## src/rtl/ahb_lite_cmd_master_if.sv

```systemverilog
// Command-port and AHB-Lite bus bundle for ahb_lite_cmd_master.
// The master modport is the DUT side; the slave modport is the command source plus memory slave side.
interface ahb_lite_cmd_master_if #(
   parameter int ADDR_WIDTH = 10,
   parameter int DATA_WIDTH = 32
);
   logic                  cmd_valid;
   logic                  cmd_ready;
   logic                  cmd_write;
   logic [ADDR_WIDTH-1:0] cmd_addr;
   logic [DATA_WIDTH-1:0] cmd_wdata;
   logic                  rsp_valid;
   logic [DATA_WIDTH-1:0] rsp_rdata;
   logic                  rsp_error;
   logic                  rsp_timeout;
   logic                  HSEL;
   logic [ADDR_WIDTH-1:0] HADDR;
   logic [1:0]            HTRANS;
   logic                  HWRITE;
   logic [DATA_WIDTH-1:0] HWDATA;
   logic [DATA_WIDTH-1:0] HRDATA;
   logic                  HREADY;
   logic                  HRESP;

   modport master (
      input  cmd_valid, cmd_write, cmd_addr, cmd_wdata, HRDATA, HREADY, HRESP,
      output cmd_ready, rsp_valid, rsp_rdata, rsp_error, rsp_timeout,
             HSEL, HADDR, HTRANS, HWRITE, HWDATA
   );

   modport slave (
      output cmd_valid, cmd_write, cmd_addr, cmd_wdata, HRDATA, HREADY, HRESP,
      input  cmd_ready, rsp_valid, rsp_rdata, rsp_error, rsp_timeout,
             HSEL, HADDR, HTRANS, HWRITE, HWDATA
   );
endinterface

```

## src/rtl/ahb_lite_cmd_master.sv

```systemverilog
// Single-outstanding AHB-Lite master turning valid/ready commands into NONSEQ single transfers.
// Optional HREADY-low watchdog enabled by defining AHB_MST_TIMEOUT_EN.
module ahb_lite_cmd_master #(
   parameter int ADDR_WIDTH     = 10,
   parameter int DATA_WIDTH     = 32,
   parameter int TIMEOUT_CYCLES = 16
) (
   input  logic                   HCLK,
   input  logic                   HRESET,
   ahb_lite_cmd_master_if.master  bus
);

   typedef enum logic [1:0] {
      IDLE = 2'd0,
      ADDR = 2'd1,
      DATA = 2'd2
   } state_t;

   if (TIMEOUT_CYCLES < 1) begin : g_badTimeout
      $error("TIMEOUT_CYCLES must be at least 1");
   end

   state_t                r_state;
   logic                  r_write;
   logic [ADDR_WIDTH-1:0] r_addr;
   logic [DATA_WIDTH-1:0] r_wdata;
   logic                  r_err;
   logic                  r_rspValid;
   logic [DATA_WIDTH-1:0] r_rspRdata;
   logic                  r_rspError;
   logic                  r_rspTimeout;

   state_t                w_nextState;
   logic                  w_write;
   logic [ADDR_WIDTH-1:0] w_addr;
   logic [DATA_WIDTH-1:0] w_wdata;
   logic                  w_err;
   logic                  w_rspValid;
   logic [DATA_WIDTH-1:0] w_rspRdata;
   logic                  w_rspError;
   logic                  w_rspTimeout;
   logic                  w_timeout;

`ifdef AHB_MST_TIMEOUT_EN
   localparam int CntW = $clog2(TIMEOUT_CYCLES + 1);
   localparam logic [CntW-1:0] CntLast = CntW'(TIMEOUT_CYCLES - 1);

   logic [CntW-1:0] r_waitCnt;

   // Counts consecutive HREADY-low cycles; IDLE and any HREADY=1 restart it, so each phase starts at zero.
   always_ff @(posedge HCLK) begin
      if (HRESET || (r_state == IDLE) || bus.HREADY) begin
         r_waitCnt <= '0;
      end else begin
         r_waitCnt <= r_waitCnt + 1'b1;
      end
   end

   assign w_timeout = (r_state != IDLE) && !bus.HREADY && (r_waitCnt == CntLast);
`else
   assign w_timeout = 1'b0;
`endif

   // Next-state and next-register values; a timeout abort overrides normal phase progress.
   always_comb begin
      w_nextState  = r_state;
      w_write      = r_write;
      w_addr       = r_addr;
      w_wdata      = r_wdata;
      w_err        = r_err;
      w_rspValid   = 1'b0;
      w_rspRdata   = r_rspRdata;
      w_rspError   = r_rspError;
      w_rspTimeout = r_rspTimeout;

      if (w_timeout) begin
         w_nextState  = IDLE;
         w_err        = 1'b0;
         w_rspValid   = 1'b1;
         w_rspRdata   = '0;
         w_rspError   = 1'b1;
         w_rspTimeout = 1'b1;
      end else begin
         unique case (r_state)
            IDLE: begin
               if (bus.cmd_valid) begin
                  w_nextState = ADDR;
                  w_write     = bus.cmd_write;
                  w_addr      = bus.cmd_addr;
                  w_err       = 1'b0;
                  if (bus.cmd_write) begin
                     w_wdata = bus.cmd_wdata;
                  end
               end
            end
            ADDR: begin
               if (bus.HREADY) begin
                  w_nextState = DATA;
               end
            end
            DATA: begin
               if (bus.HREADY) begin
                  w_nextState  = IDLE;
                  w_err        = 1'b0;
                  w_rspValid   = 1'b1;
                  w_rspRdata   = r_write ? '0 : bus.HRDATA;
                  w_rspError   = r_err | bus.HRESP;
                  w_rspTimeout = 1'b0;
               end else if (bus.HRESP) begin
                  w_err = 1'b1;
               end
            end
            default: begin
               w_nextState = IDLE;
            end
         endcase
      end
   end

   // State and datapath registers; reset drops any in-flight command without a response.
   always_ff @(posedge HCLK) begin
      if (HRESET) begin
         r_state      <= IDLE;
         r_write      <= 1'b0;
         r_addr       <= '0;
         r_wdata      <= '0;
         r_err        <= 1'b0;
         r_rspValid   <= 1'b0;
         r_rspRdata   <= '0;
         r_rspError   <= 1'b0;
         r_rspTimeout <= 1'b0;
      end else begin
         r_state      <= w_nextState;
         r_write      <= w_write;
         r_addr       <= w_addr;
         r_wdata      <= w_wdata;
         r_err        <= w_err;
         r_rspValid   <= w_rspValid;
         r_rspRdata   <= w_rspRdata;
         r_rspError   <= w_rspError;
         r_rspTimeout <= w_rspTimeout;
      end
   end

   assign bus.cmd_ready   = (r_state == IDLE);
   assign bus.HSEL        = (r_state != IDLE);
   assign bus.HTRANS      = (r_state == ADDR) ? 2'b10 : 2'b00;
   assign bus.HADDR       = r_addr;
   assign bus.HWRITE      = r_write;
   assign bus.HWDATA      = r_wdata;
   assign bus.rsp_valid   = r_rspValid;
   assign bus.rsp_rdata   = r_rspRdata;
   assign bus.rsp_error   = r_rspError;
   assign bus.rsp_timeout = r_rspTimeout;

endmodule
```

## src/flat_wrapper.sv

```systemverilog
// flat-port wrapper written by rule: the top's interface ports become plain ports
module ahb_lite_cmd_master_flat 
#(
   parameter int ADDR_WIDTH     = 10,
   parameter int DATA_WIDTH     = 32,
   parameter int TIMEOUT_CYCLES = 16
)
  (HCLK, HRESET, bus_cmd_valid, bus_cmd_write, bus_cmd_addr, bus_cmd_wdata, bus_HRDATA, bus_HREADY, bus_HRESP, bus_cmd_ready, bus_rsp_valid, bus_rsp_rdata, bus_rsp_error, bus_rsp_timeout, bus_HSEL, bus_HADDR, bus_HTRANS, bus_HWRITE, bus_HWDATA);
  ahb_lite_cmd_master_if #(.ADDR_WIDTH(ADDR_WIDTH), .DATA_WIDTH(DATA_WIDTH)) bus_i ();
  input  logic HCLK;
  input  logic HRESET;
  input wire logic [$bits(bus_i.cmd_valid)-1:0] bus_cmd_valid;
  input wire logic [$bits(bus_i.cmd_write)-1:0] bus_cmd_write;
  input wire logic [$bits(bus_i.cmd_addr)-1:0] bus_cmd_addr;
  input wire logic [$bits(bus_i.cmd_wdata)-1:0] bus_cmd_wdata;
  input wire logic [$bits(bus_i.HRDATA)-1:0] bus_HRDATA;
  input wire logic [$bits(bus_i.HREADY)-1:0] bus_HREADY;
  input wire logic [$bits(bus_i.HRESP)-1:0] bus_HRESP;
  output wire logic [$bits(bus_i.cmd_ready)-1:0] bus_cmd_ready;
  output wire logic [$bits(bus_i.rsp_valid)-1:0] bus_rsp_valid;
  output wire logic [$bits(bus_i.rsp_rdata)-1:0] bus_rsp_rdata;
  output wire logic [$bits(bus_i.rsp_error)-1:0] bus_rsp_error;
  output wire logic [$bits(bus_i.rsp_timeout)-1:0] bus_rsp_timeout;
  output wire logic [$bits(bus_i.HSEL)-1:0] bus_HSEL;
  output wire logic [$bits(bus_i.HADDR)-1:0] bus_HADDR;
  output wire logic [$bits(bus_i.HTRANS)-1:0] bus_HTRANS;
  output wire logic [$bits(bus_i.HWRITE)-1:0] bus_HWRITE;
  output wire logic [$bits(bus_i.HWDATA)-1:0] bus_HWDATA;
  assign bus_i.cmd_valid = bus_cmd_valid;
  assign bus_i.cmd_write = bus_cmd_write;
  assign bus_i.cmd_addr = bus_cmd_addr;
  assign bus_i.cmd_wdata = bus_cmd_wdata;
  assign bus_i.HRDATA = bus_HRDATA;
  assign bus_i.HREADY = bus_HREADY;
  assign bus_i.HRESP = bus_HRESP;
  assign bus_cmd_ready = bus_i.cmd_ready;
  assign bus_rsp_valid = bus_i.rsp_valid;
  assign bus_rsp_rdata = bus_i.rsp_rdata;
  assign bus_rsp_error = bus_i.rsp_error;
  assign bus_rsp_timeout = bus_i.rsp_timeout;
  assign bus_HSEL = bus_i.HSEL;
  assign bus_HADDR = bus_i.HADDR;
  assign bus_HTRANS = bus_i.HTRANS;
  assign bus_HWRITE = bus_i.HWRITE;
  assign bus_HWDATA = bus_i.HWDATA;
  ahb_lite_cmd_master #(.ADDR_WIDTH(ADDR_WIDTH), .DATA_WIDTH(DATA_WIDTH), .TIMEOUT_CYCLES(TIMEOUT_CYCLES)) u_core (.HCLK(HCLK), .HRESET(HRESET), .bus(bus_i));
endmodule
```

## config.mk

```make
export PLATFORM = sky130hd
export DESIGN_NAME = ahb_lite_cmd_master_flat
export DESIGN_NICKNAME = d
export VERILOG_FILES = /design/src/rtl/ahb_lite_cmd_master_if.sv /design/src/rtl/ahb_lite_cmd_master.sv /design/src/flat_wrapper.sv
export SDC_FILE = /design/constraint.sdc
export NUM_CORES = 1
export LEC_CHECK = 0
export CAP_MARGIN = 20
export CORE_MARGIN = 2
export CORE_UTILIZATION = 39
export CTS_BUF_LIST = sky130_fd_sc_hd__clkbuf_4 sky130_fd_sc_hd__clkbuf_8
export DETAILED_ROUTE_END_ITERATION = 7
export GPL_TIMING_DRIVEN = 1
export PLACE_DENSITY = 0.89
export SYNTH_ARGS = -nofsm -noshare
export SYNTH_HDL_FRONTEND = slang
export SYNTH_SLANG_ARGS = --single-unit
```

## constraint.sdc

```tcl
create_clock -name HCLK -period 1.45 [get_ports HCLK]
set_input_delay 0.29 -clock HCLK [delete_from_list [all_inputs] [get_ports HCLK]]
set_output_delay 0.29 -clock HCLK [all_outputs]
set_load 0.005 [all_outputs]
```

==> parameters.txt, run 1 <==
Parameter                              Value

Clock tree
  Hold bufs inserted after CTS    0
  CTS clk-pin slew, worst paths    80 ps
  CTS H-tree depth    3
  Clk sink count    80
  Clock buffer count from CTS    9
  Clock root buffer    sky130_fd_sc_hd__clkbuf_8
  TritonCTS clock tree    done
  Maximum clock path buffer count    2
  Later-pin clock latency in the skew report    340 ps

Flow run
  Count of maximum capacitance violations    0

Route
  Total Routed Length    7830 um
  Number of vias per cell    4.82
  Via Count    2,659
  DRC violations left    0
  Starting DRT DRC Count    35
  Number of routed nets with antenna violations    0
  Average wire per standard cell    14.2 um
  Detailed-routing iteration count for the pre-antenna-repair pass    4

Global routing
  Via count of the first global-routing pass    2,659
  Maximum number of pins on one net before global-route repair    44
  Congestion Overflow GR    0
  Global-route wire length before repair    12,300 um
  GRT Util Overall    0.202
  Antenna violations before repair    0

Worst setup path
  Required time at the endpoint of the critical path    1160 ps
  R2r endpoint    u_core.bus.rsp_rdata[8]
  Reg2Reg Setup Slack    60 ps
  Kind of end point of the critical path    output port
  Critical setup path kind    register to output port
  Length in cells of the worst reg-to-reg path    5
  Data arrival time of the critical path    1100 ps
  Reg2Reg Launch Point    u_core.r_state[0]
  Critical path fanouts, max    4
  Startpoint types    register
  Source of the critical timing path    u_core.r_state[0]

Yosys
  Sequential element share of the synthesized area    0.572
  Post-synth top area share    0.572
  Netlist area before placement    2800 sq um
  Mean Syn Cell Area    9.71 sq um
  Post-synthesis register bit count    80
  Post-synthesis async set-or-reset flop share    0
  Gate count of the mapped netlist    288
  Top cells by area, synth    sky130_fd_sc_hd__dfxtp_1 (57%), sky130_fd_sc_hd__nand2_1 (11%), sky130_fd_sc_hd__a22o_1 (10%)
  Synth Warn #    0
  Number of flops mapped to enable cells by yosys    0
  Number of different library cells in the post-synthesis netlist    26
  Leading register cell type out of synthesis    sky130_fd_sc_hd__dfxtp_1
  Largest area contributor in the synthesized netlist    sky130_fd_sc_hd__dfxtp_1

Floorplanning
  Effective utilization at floorplan    0.407
  Die extent in x    88.7 um
  Placeable core area    6870 sq um
  Number of core rows    30
  Area of the die    7870 sq um
  Vertical die dimension    88.7 um
  I/O pin cnt    162

Power
  Static leakage power    2.14 nW
  Power density normalized to cell area    974 nW/um^2
  Largest vdd supply drop    0.000594 V

Layout
  Final-layout fill cell count    588
  Post-synthesis to final-layout area growth    67.4%
  Non-filler cells in the finished layout    552
  Antenna Diode Count    0
  Number of nets at the end of the flow    532
  Share of the core filled with cells in the final layout    0.682
  Layout cell share with drive strength beyond 1    0.158

Status
  Outcome    completed

Place
  Count of input and output buffers    159
  Count of placed standard cells including taps    536
  Final weighted congestion in routability-driven placement    0.744
  Final HPWL from detailed placement    5770 um

Timing
  Post-layout min period    1390 ps
  RSZ-0062 raised after global routing    false
  Slew Limit Fails    0
  Largest clock skew in the final design    6.65 ps
  Final clock period utilization by the worst path    0.956
  Final setup vio count    0
  Final Hold Fails    0
  Maximum achievable frequency    721 MHz

Worst hold path
  Hold Path Sink    u_core.bus.rsp_valid
  Hold Crit Depth    2
  Class of the tightest hold or removal check    input port to register
  Min-Delay Startpoint    HRESET
[area by class of cell]
cell class,instances,area [sq um],share of cell area
Timing Repair Buffer,176,1690,0.361
Sequential cell,80,1640,0.351
Tap cell,96,120,0.0256
Multi-Input combinational cell,184,1030,0.220
Clock buffer,10,138,0.0294
Clock inverter,5,57.6,0.0123
Inverter,1,3.75,0.000801
[cell usage in the layout, fill, tap and decap left out, types with 2 or more instances in the layout]
cell type                         synthesis  final
sky130_fd_sc_hd__dfxtp_1                 80     51
sky130_fd_sc_hd__nor3_1                   2      2
sky130_fd_sc_hd__clkbuf_8                 0     10
sky130_fd_sc_hd__nand2_1                 85     85
sky130_fd_sc_hd__clkinvlp_4               0      3
sky130_fd_sc_hd__nor2_1                   5      4
sky130_fd_sc_hd__clkdlybuf4s50_1          0     78
sky130_fd_sc_hd__a21oi_1                 43     43
sky130_fd_sc_hd__conb_1                   1      2
sky130_fd_sc_hd__buf_12                   0      6
sky130_fd_sc_hd__dfxtp_2                  0     27
sky130_fd_sc_hd__buf_4                   10     11
sky130_fd_sc_hd__a22o_1                  32     32
sky130_fd_sc_hd__dfxtp_4                  0      2
sky130_fd_sc_hd__clkdlybuf4s15_1          0      2
sky130_fd_sc_hd__dlygate4sd2_1            0     78
[routing by layer]
layer / routed length, um / vias up / track usage / share of wire
li1: - / 1298 / - / -
met1: 3050 / 1242 / 0.222 / 0.39
met2: 3990 / 107 / 0.364 / 0.51
met3: 655 / 12 / 0.0588 / 0.084
met4: 130 / 0 / 0.0785 / 0.017
met5: 0 / - / 0 / 0
[cell usage after synthesis (2+ instances only)]
library cell and number:
sky130_fd_sc_hd__nor2b_1 2, sky130_fd_sc_hd__buf_6 5, sky130_fd_sc_hd__a21oi_1 43, sky130_fd_sc_hd__buf_2 8, sky130_fd_sc_hd__nor3_1 2, sky130_fd_sc_hd__nor2_1 5, sky130_fd_sc_hd__buf_4 10, sky130_fd_sc_hd__a22o_1 32
sky130_fd_sc_hd__nand2_1 85, sky130_fd_sc_hd__dfxtp_1 80
[through the flow]
| step | TNS, ps | cell area [sq um] | hold slack, ps | setup WS, ps | total power [mW] |
|---|---|---|---|---|---|
| floorplan | 0 | 2800 | 415 | 210 | 2.60 |
| global placement | -5580 | 4530 | 441 | -123 | 3.03 |
| detailed placement | -7880 | 4530 | 446 | -167 | 3.06 |
| CTS | 0 | 4680 | 292 | 1.99 | 4.60 |
| global route | 0 | 4680 | 305 | 3.75 | 4.75 |
| finish | 0 | 4680 | 299 | 63.3 | 4.56 |
[report_power, final]
part	leakage [nW]	internal (mW)	total [mW]	switching (mW)
Clock	0.0904	0.829	1.61	0.780
Combinational	1.38	0.389	0.635	0.246
Sequential	0.664	2.28	2.32	0.0409
Total	2.14	3.50	4.56	1.07
[cells by family (layout without fill, tap and decap cells)]
family,count (synthesis),in the layout,share of synthesized area
buffers and inverters,25,192,0.0639
other,1,2,0.00134
DFF,80,80,0.572
and+or+nand+nor,103,103,0.173
muxes,1,1,0.00358
AOI/OAI and AO/OA,78,78,0.186
[worst max-delay path, cell delays in order, from the launching register on]
cell and delay, ps:
sky130_fd_sc_hd__dfxtp_4 370, sky130_fd_sc_hd__nor2b_2 150, sky130_fd_sc_hd__clkdlybuf4s15_1 230
[timing repair]
| item | CTS | global route |
|---|---|---|
| hold endpoints to repair | 0 | 0 |
| setup endpoints to repair | 80 | 2 |
| buffers inserted | 1 | 0 |
| pin swaps | 0 | 1 |
| gates resized for setup | 113 | 3 |
[registers in the layout (all words and copies together) (netlist names)]
signal                count
u_core.bus.HADDR         10
u_core.bus.HWDATA        32
u_core.bus.HWRITE         1
u_core.bus.rsp_error      1
u_core.bus.rsp_rdata     32
u_core.bus.rsp_valid      1
u_core.r_err              1
u_core.r_state            2
[worst max-delay path by stage]
stage	end	slack (ps)
after CTS	bus_HTRANS[1]	2
after detailed placement	u_core.bus.HWRITE	-170
after floorplan	u_core.bus.HWRITE	210
final	bus_HTRANS[1]	60
after global placement	u_core.bus.HWRITE	-120
after global routing	bus_HTRANS[1]	4
Note: power is estimated with default switching activity, not from simulation.
==> run 2, diff against run 1 <==
--- a/config.mk
+++ b/config.mk
@@ -5,7 +5,7 @@
 export SDC_FILE = /design/constraint.sdc
 export NUM_CORES = 1
 export LEC_CHECK = 0
-export CAP_MARGIN = 20
+export CAP_MARGIN = 5
 export CORE_MARGIN = 2
 export CORE_UTILIZATION = 39
 export CTS_BUF_LIST = sky130_fd_sc_hd__clkbuf_4 sky130_fd_sc_hd__clkbuf_8
@@ -15,3 +15,4 @@
 export SYNTH_ARGS = -nofsm -noshare
 export SYNTH_HDL_FRONTEND = slang
 export SYNTH_SLANG_ARGS = --single-unit
+export TNS_END_PERCENT = 10
==> results of run 2 <==
No change in the layout: final DEF, timing and power equal those of run 1.
